<file path="config.mk">
export PLATFORM = sky130hd
export DESIGN_NAME = mem_wb
export DESIGN_NICKNAME = d
export VERILOG_FILES = /design/src/rtl/mem_wb.sv
export SDC_FILE = /design/constraint.sdc
export NUM_CORES = 1
export LEC_CHECK = 0
export ABC_AREA = 1
export CORE_AREA = 3 3 241 243
export DETAILED_ROUTE_END_ITERATION = 10
export DIE_AREA = 0 0 244 246
export GPL_ROUTABILITY_DRIVEN = 0
export PLACE_DENSITY = 0.57
export SYNTH_ARGS = -nofsm -noshare
export SYNTH_HDL_FRONTEND = slang
export SYNTH_SLANG_ARGS = --single-unit
</file>
<file path="constraint.sdc">
create_clock -name clk -period 1.5 [get_ports clk]
set_input_delay 0.225 -clock clk [delete_from_list [all_inputs] [get_ports clk]]
set_output_delay 0.225 -clock clk [all_outputs]
set_load 0.01 [all_outputs]
</file>
<file path="src/rtl/mem_wb.sv">
// MEM/WB pipeline register plus the state committed at write-back:
// the LL/SC link bit and the HI/LO pair.
module mem_wb (
  input  logic        clk,
  input  logic        reset_n,
  input  logic [5:0]  stall,
  input  logic        flush,
  input  logic        mem_we,
  input  logic [4:0]  mem_waddr,
  input  logic [31:0] mem_wdata,
  input  logic        mem_whilo,
  input  logic [31:0] mem_hi,
  input  logic [31:0] mem_lo,
  input  logic [5:0]  mem_cnt,
  input  logic [63:0] mem_hilo_tempt,
  input  logic [63:0] mem_minuend,
  input  logic        mem_LLbit_we,
  input  logic        mem_LLbit_value,
  input  logic        mem_cp0_reg_we,
  input  logic [4:0]  mem_cp0_reg_write_addr,
  input  logic [31:0] mem_cp0_reg_data,
  output logic        wb_we,
  output logic [4:0]  wb_waddr,
  output logic [31:0] wb_wdata,
  output logic        wb_whilo,
  output logic [31:0] wb_hi,
  output logic [31:0] wb_lo,
  output logic [5:0]  wb_cnt,
  output logic [63:0] wb_hilo_tempt,
  output logic [63:0] wb_minuend,
  output logic        wb_LLbit_we,
  output logic        wb_LLbit_value,
  output logic        wb_cp0_reg_we,
  output logic [4:0]  wb_cp0_reg_write_addr,
  output logic [31:0] wb_cp0_reg_data,
  output logic        LLbit_o,
  output logic [31:0] hi_o,
  output logic [31:0] lo_o
);

  logic bubble;
  logic load;
  logic commit;

  assign bubble = stall[4] & ~stall[5];
  assign load   = ~stall[4];
  // Write-back side effects only fire when write-back itself advances.
  assign commit = ~stall[5];

  always_ff @(posedge clk or negedge reset_n) begin
    if (!reset_n) begin
      wb_we                 <= 1'b0;
      wb_waddr              <= '0;
      wb_wdata              <= '0;
      wb_whilo              <= 1'b0;
      wb_hi                 <= '0;
      wb_lo                 <= '0;
      wb_cnt                <= '0;
      wb_hilo_tempt         <= '0;
      wb_minuend            <= '0;
      wb_LLbit_we           <= 1'b0;
      wb_LLbit_value        <= 1'b0;
      wb_cp0_reg_we         <= 1'b0;
      wb_cp0_reg_write_addr <= '0;
      wb_cp0_reg_data       <= '0;
    end else if (flush) begin
      wb_we                 <= 1'b0;
      wb_waddr              <= '0;
      wb_wdata              <= '0;
      wb_whilo              <= 1'b0;
      wb_hi                 <= '0;
      wb_lo                 <= '0;
      wb_cnt                <= '0;
      wb_hilo_tempt         <= '0;
      wb_minuend            <= '0;
      wb_LLbit_we           <= 1'b0;
      wb_LLbit_value        <= 1'b0;
      wb_cp0_reg_we         <= 1'b0;
      wb_cp0_reg_write_addr <= '0;
      wb_cp0_reg_data       <= '0;
    end else if (bubble) begin
      // Requests are squashed but the mult/div iteration state keeps flowing.
      wb_we                 <= 1'b0;
      wb_waddr              <= '0;
      wb_wdata              <= '0;
      wb_whilo              <= 1'b0;
      wb_hi                 <= '0;
      wb_lo                 <= '0;
      wb_cnt                <= mem_cnt;
      wb_hilo_tempt         <= mem_hilo_tempt;
      wb_minuend            <= mem_minuend;
      wb_LLbit_we           <= 1'b0;
      wb_LLbit_value        <= 1'b0;
      wb_cp0_reg_we         <= 1'b0;
      wb_cp0_reg_write_addr <= '0;
      wb_cp0_reg_data       <= '0;
    end else if (load) begin
      wb_we                 <= mem_we;
      wb_waddr              <= mem_waddr;
      wb_wdata              <= mem_wdata;
      wb_whilo              <= mem_whilo;
      wb_hi                 <= mem_hi;
      wb_lo                 <= mem_lo;
      wb_cnt                <= mem_cnt;
      wb_hilo_tempt         <= mem_hilo_tempt;
      wb_minuend            <= mem_minuend;
      wb_LLbit_we           <= mem_LLbit_we;
      wb_LLbit_value        <= mem_LLbit_value;
      wb_cp0_reg_we         <= mem_cp0_reg_we;
      wb_cp0_reg_write_addr <= mem_cp0_reg_write_addr;
      wb_cp0_reg_data       <= mem_cp0_reg_data;
    end
  end

  always_ff @(posedge clk or negedge reset_n) begin
    if (!reset_n) begin
      LLbit_o <= 1'b0;
    end else if (flush) begin
      LLbit_o <= 1'b0;
    end else if (wb_LLbit_we && commit) begin
      LLbit_o <= wb_LLbit_value;
    end
  end

  // A flush discards the pending HI/LO request rather than committing it.
  always_ff @(posedge clk or negedge reset_n) begin
    if (!reset_n) begin
      hi_o <= '0;
      lo_o <= '0;
    end else if (wb_whilo && commit && !flush) begin
      hi_o <= wb_hi;
      lo_o <= wb_lo;
    end
  end

endmodule

</file>
* After elaboration in Yosys (flattened, before gate mapping)
Index checks and enable logic that the tools add are counted.
** Storage, ports and cells
- Word-level logic and storage cells :: 69
- Output and inout bits :: 342
- Register bits after elaboration :: 342
- Bits of input ports :: 286
** Cells by class
- Equality and inequality tests :: 1
- Bitwise gates (word level) :: 2
- Reductions and logical operators :: 5
- Multiplexer cells :: 44
** Operators by type and width (count)
- $mux W32 :: 12
- $mux W64 :: 6
- $mux W5 :: 6
- $mux W6 :: 3
- $mux W1 :: 17
- $logic_and A1 B1 Y1 :: 3
- $ne A3 B1 Y1 const B :: 1
- $reduce_bool A2 Y1 :: 1
- $and A1 B1 Y1 :: 1
- $logic_not A1 Y1 :: 1
- $not A1 Y1 :: 1

* Depth between registers and ports, before layout
Gate-level depths: netlist (run 1).
- Word-level depth :: 4
- Gate-level depth with buffers :: 6
- Depth with buffers taken out :: 4

* Worst setup path after synthesis (run 1)
OpenSTA, ideal clock, no wires.
- Path type :: register to register
- From :: register wb_whilo
- To :: register hi_o[10]
- Buffers on the path :: 2
- Path slack :: 296 ps
- Stages on the path, launching flop included :: 5
- Setup time :: 66 ps
- Arrival :: 1138 ps
- Data required time :: 1434 ps
- Period minus slack after synthesis :: 1204 ps
- Cell sequence :: dfrtp_1 clkbuf_1 buf_1 nand3_1 nand2_1
** On the way
- Cells in the longest elaborated chain, start to end :: 2
** Ends and longest elaborated chain
- start: declaration :: line 25 : output logic wb_whilo,
- start signal: assignment :: line 101 : wb_whilo <= mem_whilo;
- $logic_and A1 B1 Y1 (2 in series) :: line 130 : end else if (wb_whilo && commit && !flush) begin
- end signal: assignment :: line 131 : hi_o <= wb_hi;
- end: declaration :: line 37 : output logic [31:0] hi_o,
No other way between the ends.
A chain may end at the register's enable or synchronous reset.

* Worst setup path in the final report (run 1)
- From :: register wb_hi[9]
- To :: output port wb_hi[9]
** RTL lines
- start: declaration :: line 26 : output logic [31:0] wb_hi,
- start signal: assignment :: line 102 : wb_hi <= mem_hi;
No word-level cell between the ends.

==> results of run 1 <==
[per-stage QoR]
step | setup TNS (ns) | setup slack, ns
after detailed placement | -61.83 | -0.2474
after global routing | 0 | 0.0001134
after floorplan | 0 | 0.2961
final | 0 | 0.05355
after CTS | 0 | 0.0007278
after global placement | -51.76 | -0.2188
[how the worst min path moves through the flow]
stage                     startpoint                             to  slack [ns]  cells past startpoint
after global placement       reset_n  wb_hilo_tempt[58]$_DFFE_PN0P_        0.21                      1
after floorplan              reset_n            LLbit_o$_DFFE_PN0P_       -0.07                      0
after CTS                 mem_lo[13]          wb_lo[13]$_DFFE_PN0P_        0.17                      3
final                        reset_n  wb_hilo_tempt[58]$_DFFE_PN0P_        0.22                      2
after detailed placement     reset_n  wb_hilo_tempt[58]$_DFFE_PN0P_        0.20                      1
after global routing      mem_hi[27]          wb_hi[27]$_DFFE_PN0P_        0.19                      3
[cells in the final DEF (no fill, tap or decap), types with 19 or more instances in the layout]
cell type,instances
nand2_1,827
dfrtp_1,338
clkdlybuf4s50_1,280
nand3_1,199
clkdlybuf4s15_1,163
dlygate4sd2_1,148
buf_4,75
clkbuf_16,41
buf_12,30
clkbuf_2,19
[layout make-up]
cell class / count / area, um2 / area share
clock buffers: 56 / 1192 / 0.05374
clock inverters: 16 / 196.4 / 0.008853
repair buffers: 729 / 7124 / 0.3211
flip-flops and latches: 342 / 8563 / 0.3859
inverters: 2 / 10.01 / 0.0004511
multi-input cells: 1032 / 4158 / 0.1874
well taps: 756 / 945.9 / 0.04263
[routing by layer]
layer | global-route usage | vias up | routed length, um
li1 | - | 5954 | -
met1 | 0.1937 | 5930 | 19680
met2 | 0.2810 | 473 | 25250
met3 | 0.05257 | 84 | 4186
met4 | 0.05398 | 0 | 1485
met5 | 0 | - | 0
[power breakdown]
group	leakage [nW]	switching [mW]	internal [mW]	total [mW]
clock network	0.692	3.96	6.25	10.2
logic	6.55	1.73	1.80	3.53
registers	4.54	0.364	9.84	10.2
total	11.8	6.05	17.9	23.9
[repair_timing]
action	4_1_cts	5_1_grt
hold endpoints to repair	31	0
gates resized for setup	465	110
buffers inserted	19	8
endpoints found under the setup margin	342	114
hold buffers	1	0
[state kept, by name, indices dropped and copies added, names as in the netlist, 5 cells and up]
signal	flops
lo_o	32
wb_cnt	6
wb_lo	32
hi_o	32
wb_cp0_reg_write_addr	5
wb_hilo_tempt	64
wb_cp0_reg_data	32
wb_hi	32
wb_wdata	32
wb_waddr	5
wb_minuend	64
[logic make-up (layout without fill, tap and decap cells)]
group | count (synthesis) | in the layout | share of synthesized area
buffers and inverters | 95 | 803 | 0.03224
flip-flops | 342 | 342 | 0.6524
AND/OR/NAND/NOR | 1032 | 1032 | 0.3154
==> results.yml, run 1 <==
critical_path:
  r2r_end: "lo_o[2]$_DFFE_PN0P_"
  cp-end-kind: "primary output"
  worstPathArrival_ns: 1.22
  critPathMaxFanout: 3
  crit_end: "wb_hi[9]"
  critical-path-top-delay-family: "flip-flops"
  critPathKind: "flop to primary output"
  r2r_slack_ns: 0.26
  rr_worst_depth: 4
  path_cells: "dlygate4sd2_1"
  critPathLaunch: "wb_hi[9]$_DFFE_PN0P_"
  r2r_start: "wb_whilo$_DFFE_PN0P_"
  required_ns: 1.27
  cp.depth: 1
  critPathSlowestCell: "dfrtp_1"
  cp_slowest_stage_delay_ns: 0.40
  startpoint_type: "flop"
  crit_buf_inv: 1
layout:
  layout-drive-gt1-share: 0.09876
  fillCellCount: 5765
  diodes: 0
  fin_area_mm2: 0.02219
  postLayoutCoreUtil: 0.3951
  syn_to_final_growth_pct: 69.15
  fin_cells: 2933
  nNetsFinal: 2434
sta:
  tightest_slew_ns: 0.5353
  hold_violations: 0
  period_minus_slack_ns: 1.446
  slew_violations: 0
  period_share: 0.9643
  max_freq_mhz: 691.4
  setup_viol: 0
  slew_headroom: 0.6431
  rsz0062_at_grt: "false"
  holdWs_ns: 0.2217
  fin_skew_ns: 0.008609
clocking:
  h-tree-depth: 2
  cts_tree: "yes"
  cts_buffers: 41
  clockBufferDepth: 3
  clock_sinks: 342
  clk_pin_slew_worst_paths_ns: 0.06
  cts_root_buf: "clkbuf_16"
  worstSkewPairLatency_ns: 0.54
place:
  io_buffers: 623
  dp_cells: 2833
  placed_cell_area_mm2: 0.02088
  hpwlAfterDp_um: 37790
routing:
  ant_nets: 0
  wire_per_inst_um: 17.25
  wl_um: 50600
  via_count: 12440
  dr.pass1.iters: 5
  dr.first_iter.drc_count: 496
  drc_errors: 0
  via_per_inst: 4.242
synthesis:
  netlist.area_leader.share: 0.6524
  synth-edff-count: 0
  synthCells: 1469
  synth_top_area_cell: "dfrtp_1"
  synth.avg_cell_area_um2: 8.930
  synthesis.area_mm2: 0.01312
  synth_nets: 1755
  ys.flop_type: "dfrtp_1"
  yosys_warnings: 0
  ys_ff_latch: 342
  async_flop_share: 1.000
  yosys.cell_types.count: 13
  synth_common_cells: "nand2_1 (828), dfrtp_1 (342), nand3_1 (199)"
  synth_most_common_cell: "nand2_1"
  yosys-top-cells-area: "dfrtp_1 (65%), nand2_1 (24%), nand3_1 (7.6%), buf_2 (2.0%), clkbuf_1 (0.89%)"
  yosysSeqAreaShare: 0.6524
hold_path:
  hp-class: "input pin to async pin"
floorplan:
  num_rows: 87
  core_mm2: 0.05617
  design.die.area_mm2: 0.06002
  die_h_um: 246
  die_w_um: 244
  start_util: 0.2336
  ioPinCount: 628
power:
  power_density_mw_per_mm2: 1079
  peakVddDrop_v: 0.0005715
  finalPower_mw: 23.94
  leakagePower_nw: 11.78
global_route:
  first_global_vias: 13010
  grt_usage: 0.1635
  antenna_found_initial: 0
  grt-ovfl-total: 0
  grt_max_degree: 51
  grt_first_pass_wirelength_um: 77250
run:
  maxCapViolations: 0
status:
  status: "finished clean"
Note: power is estimated with default switching activity, not from simulation.
==> inputs of run 2 (changes only) <==
ABC_AREA = 0   (was 1)
PLACE_DENSITY = 0.58   (was 0.57)
SLEW_MARGIN = 30   (was not set)
==> results.yml, run 2 <==
routing:
  ant_nets: 0
  via_count: 11950
  wl_um: 50740
  dr.pass1.iters: 5
  drc_errors: 0
  dr.first_iter.drc_count: 570
  wire_per_inst_um: 18.29
  via_per_inst: 4.306
floorplan:
  ioPinCount: 628
  start_util: 0.2475
  core_mm2: 0.05617
  design.die.area_mm2: 0.06002
  die_h_um: 246
  num_rows: 87
  die_w_um: 244
synthesis:
  ys_ff_latch: 342
  yosys_warnings: 0
  yosysSeqAreaShare: 0.6157
  netlist.area_leader.share: 0.6157
  synth_nets: 1628
  synth_common_cells: "dfrtp_1 (342), a21oi_1 (271), nand2_1 (268)"
  synth.avg_cell_area_um2: 10.36
  yosys.cell_types.count: 19
  yosys-top-cells-area: "dfrtp_1 (62%), a21oi_1 (9.8%), nand2_1 (7.2%), mux2_1 (4.9%), nor2b_1 (4.5%)"
  synth_top_area_cell: "dfrtp_1"
  synthesis.area_mm2: 0.01390
  synthCells: 1342
  async_flop_share: 1.000
  synth_most_common_cell: "dfrtp_1"
  ys.flop_type: "dfrtp_1"
  synth-edff-count: 0
layout:
  layout_commonest_cell: "dfrtp_1"
  layout-drive-gt1-share: 0.08676
  fin_area_mm2: 0.02238
  nNetsFinal: 2274
  syn_to_final_growth_pct: 60.99
  fillCellCount: 5679
  register_area_mm2: 0.008561
  multi_input_area_mm2: 0.004678
  layout_common_cells: "dfrtp_1 (340), clkdlybuf4s50_1 (278), a21oi_1 (271)"
  reg.largest.list: "wb_hilo_tempt (64), wb_minuend (64)"
  postLayoutCoreUtil: 0.3984
global_route:
  grt_max_degree: 103
  first_global_vias: 12510
  grt_usage: 0.1629
  grt-ovfl-total: 0
  grt_first_pass_wirelength_um: 76210
  antenna_found_initial: 2
critical_path:
  r2r_start: "wb_whilo$_DFFE_PN0P_"
  critPathMaxFanout: 3
  cp-end-kind: "primary output"
  critPathKind: "flop to primary output"
  required_ns: 1.27
  cp.depth: 1
  rr_worst_depth: 4
  startpoint_type: "flop"
  critPathSlowestCell: "dfrtp_1"
  cp_slowest_stage_delay_ns: 0.42
  r2r_slack_ns: 0.07
  r2r_end: "hi_o[12]$_DFFE_PN0P_"
  critical-path-top-delay-family: "flip-flops"
  path_cells: "clkdlybuf4s15_2"
  worstPathArrival_ns: 1.23
  crit_buf_inv: 1
  critPathLaunch: "wb_lo[3]$_DFFE_PN0P_"
place:
  placed_cell_area_mm2: 0.02118
  io_buffers: 623
  hpwlAfterDp_um: 37690
clocking:
  clk_pin_slew_worst_paths_ns: 0.06
  cts_root_buf: "clkbuf_16"
  clock_sinks: 342
  clockBufferDepth: 3
  worstSkewPairLatency_ns: 0.53
  cts_tree: "yes"
  cts_buffers: 40
  h-tree-depth: 2
run:
  maxCapViolations: 0
sta:
  period_share: 0.9692
  hold_violations: 0
  tightest_slew_ns: 0.5795
  max_freq_mhz: 687.8
  period_minus_slack_ns: 1.454
  slew_violations: 0
  setup_viol: 0
  fin_skew_ns: 0.01281
  slew_headroom: 0.6136
hold_path:
  hp-class: "input pin to async pin"
status:
  status: "finished clean"
power:
  finalPower_mw: 23.84
  leakagePower_nw: 10.98
  power_density_mw_per_mm2: 1065
  peakVddDrop_v: 0.0007610
## run 2: layout make-up
| class | instances | area share |
|---|---|---|
| clock buffer | 56 | 0.05239 |
| tap | 756 | 0.04227 |
| clock inverter | 15 | 0.008052 |
| multi-input combinational | 901 | 0.2091 |
| sequential | 342 | 0.3826 |
| timing repair buffer | 703 | 0.3055 |
| antenna | 1 | 0.0001118 |
## run 2: cell families (layout without fill, tap and decap cells)
group                  count (synthesis)  in the layout  synth area share
AO/OA/AOI/OAI                        277            277            0.1014
buffers and inverters                 99            774           0.04870
flip-flops                           342            342            0.6157
multiplexers                          65             65           0.05257
other                                  0              1                 0
AND/OR/NAND/NOR                      559            559            0.1817
## run 2: through the flow
| step | setup TNS (ns) | instances | setup WS [ns] | hold slack [ns] |
|---|---|---|---|---|
| final | 0 | 2774 | 0.04614 | 0.2102 |
| after global routing | -0.002282 | 2774 | -0.002266 | 0.2026 |
| after CTS | 0 | 2773 | 0.00001521 | 0.1769 |
| after floorplan | 0 | 1342 | 0.1721 | -0.07059 |
| after detailed placement | -75.91 | 2686 | -0.3282 | 0.1808 |
| after global placement | -65.24 | 2686 | -0.2917 | 0.1759 |
## run 2: repair_timing
| item | in CTS | in global routing |
|---|---|---|
| endpoints found under the hold margin | 234 | 0 |
| hold buffers | 1 | 0 |
| setup buffers | 15 | 0 |
| endpoints found under the setup margin | 342 | 51 |
| resized for setup | 430 | 51 |
## run 2: how the worst max path moves through the flow
| stage | slack, ns | endpoint |
|---|---|---|
| 2_1_floorplan | 0.17 | hi_o[0]$_DFFE_PN0P_ |
| 3_3_place_gp | -0.29 | wb_minuend[9]$_DFFE_PN0P_ |
| 3_5_place_dp | -0.33 | hi_o[12]$_DFFE_PN0P_ |
| 4_1_cts | 0.00002 | wb_hilo_tempt[16] |
| 5_1_grt | -0.002 | wb_lo[3] |
| 6_report | 0.05 | wb_lo[3] |
## run 2: power by group
| part | leakage [nW] | switching, mW | internal [mW] |
|---|---|---|---|
| Clock | 0.669 | 3.88 | 6.13 |
| Sequential | 4.55 | 0.345 | 9.83 |
| Combinational | 5.76 | 1.78 | 1.88 |
| Total | 11.0 | 6.00 | 17.8 |
## run 2: per-layer routing
layer | GRT usage | share of wire | routed length (um) | vias up
met2 | 0.2816 | 0.50 | 25350 | 405
li1 | - | - | - | 5647
met3 | 0.04288 | 0.069 | 3507 | 102
met5 | 0 | 0.00034 | 17 | -
met1 | 0.1919 | 0.39 | 19810 | 5789
met4 | 0.06848 | 0.041 | 2056 | 2
==> inputs of run 3 (changes only) <==
PLACE_DENSITY = 0.56   (was 0.58)
==> results.yml, run 3 (synthesized netlist as in run 2, its figures left out) <==
sta:
  period_minus_slack_ns: 1.467
  hold_violations: 0
  holdWs_ns: 0.1239
  rsz0062_at_grt: "true"
  slew_headroom: 0.7128
  tns_ns: 0
  fin_skew_ns: 0.01157
  period_share: 0.9783
  setup_viol: 0
  max_freq_mhz: 681.5
  slew_violations: 0
  tightest_slew_ns: 0.4308
critical_path:
  required_ns: 1.91
  critPathKind: "flop to flop"
  startpoint_type: "flop"
  crit_path_frequent_cell: "buf_12"
  worstPathArrival_ns: 1.88
  critPathMaxFanout: 13
  path_cells: "nor3b_4, buf_12, buf_12, mux2_1"
  cp-end-kind: "flop"
  cp_slowest_stage_delay_ns: 0.35
  critPathSlowestCell: "dfrtp_1"
floorplan:
  die_h_um: 246
  num_rows: 87
  die_w_um: 244
  core_mm2: 0.05617
  ioPinCount: 628
  design.die.area_mm2: 0.06002
  start_util: 0.2475
clocking:
  cts_tree: "yes"
  cts_buffers: 39
  clock_sinks: 342
  worstSkewPairLatency_ns: 0.54
  clockBufferDepth: 3
  clk_pin_slew_worst_paths_ns: 0.06
  h-tree-depth: 2
  cts_root_buf: "clkbuf_16"
global_route:
  grt_max_degree: 85
  grt-ovfl-total: 0
  first_global_vias: 12450
  grt_first_pass_wirelength_um: 75340
  grt_usage: 0.1601
  antenna_found_initial: 1
power:
  leakagePower_nw: 11.02
  power_density_mw_per_mm2: 1029
  finalPower_mw: 23.09
  peakVddDrop_v: 0.0006026
layout:
  nNetsFinal: 2285
  multi_input_area_mm2: 0.004708
  postLayoutCoreUtil: 0.3995
  syn_to_final_growth_pct: 61.44
  layout_commonest_cell: "dfrtp_1"
  layout_common_cells: "dfrtp_1 (339), clkdlybuf4s50_1 (278), a21oi_1 (271)"
  register_area_mm2: 0.008562
  fillCellCount: 5675
  layout-drive-gt1-share: 0.09343
  reg.largest.list: "wb_hilo_tempt (64), wb_minuend (64)"
routing:
  wl_um: 50050
  ant_nets: 0
  via_count: 12030
  via_per_inst: 4.323
  dr.pass1.iters: 5
  drc_errors: 0
  dr.first_iter.drc_count: 435
  wire_per_inst_um: 17.99
hold_path:
  hp-class: "input pin to async pin"
place:
  hpwlAfterDp_um: 37660
  io_buffers: 623
status:
  status: "finished clean"
run:
  maxCapViolations: 0
run 3: cell count changes in the layout (fill, tap and decap cells not counted), sizes merged:
cell	delta
clkdlybuf4s15	-6
clkinvlp	-1
clkbuf	+5
buf	+11
inv	+1
diode	+2
clkinv	-2
dlygate4sd2	+1
bufinv	-3
run 3: final cells by class:
type,instances,share of cell area
diodes,3,0.0003346
clock buffers,55,0.05074
clock inverters,10,0.003624
multi-input cells,901,0.2098
flip-flops and latches,342,0.3816
well taps,756,0.04215
repair buffers,715,0.3118
run 3: power breakdown:
part / switching, mW / internal (mW) / total (mW)
clock network: 3.75 / 5.44 / 9.19
logic: 1.78 / 1.94 / 3.72
registers: 0.346 / 9.83 / 10.2
total: 5.88 / 17.2 / 23.1
run 3: worst max-delay path: cells and delay by family, from the launching register on:
kind	cells	cell delay, ns
and+or+nand+nor	1	0.25
buffers and inverters	2	0.38
muxes	1	0.33
DFF	1	0.35
run 3: worst paths after layout:
check	cells past startpoint	end	from	slack (ns)
min in group clk	3	wb_wdata[6]$_DFFE_PN0P_	flush	0.17
max in group asynchronous	4	wb_hilo_tempt[26]$_DFFE_PN0P_	reset_n	0.68
worst max register to register	4	hi_o[6]$_DFFE_PN0P_	wb_whilo$_DFFE_PN0P_	0.03
worst max-delay path	4	hi_o[6]$_DFFE_PN0P_	wb_whilo$_DFFE_PN0P_	0.03
worst min register to register	1	lo_o[19]$_DFFE_PN0P_	lo_o[19]$_DFFE_PN0P_	0.48
worst min-delay path	2	lo_o[23]$_DFFE_PN0P_	reset_n	0.12
run 3: layer usage:
metal  GRT usage  share of wire  up-vias
li1            -              -     5670
met5           0              0        -
met3     0.04081          0.066       72
met1      0.1902           0.39     5884
met4     0.05363          0.028        0
met2      0.2823           0.51      401
run 3: timing repair:
action | in CTS | in global routing
hold buffers | 1 | 0
resized for setup | 415 | 74
hold endpoints to repair | 195 | 0
setup buffers | 14 | 8
setup endpoints to repair | 342 | 116
run 3: metrics by stage:
step / area [um2] / setup WS (ns) / std cells
floorplan: 13900 / 0.1721 / 1342
global placement: 21320 / -0.3541 / 2691
detailed placement: 21320 / -0.3972 / 2691
CTS: 22310 / 0.00003575 / 2771
global route: 22430 / -0.02498 / 2780
finish: 22440 / 0.03257 / 2782
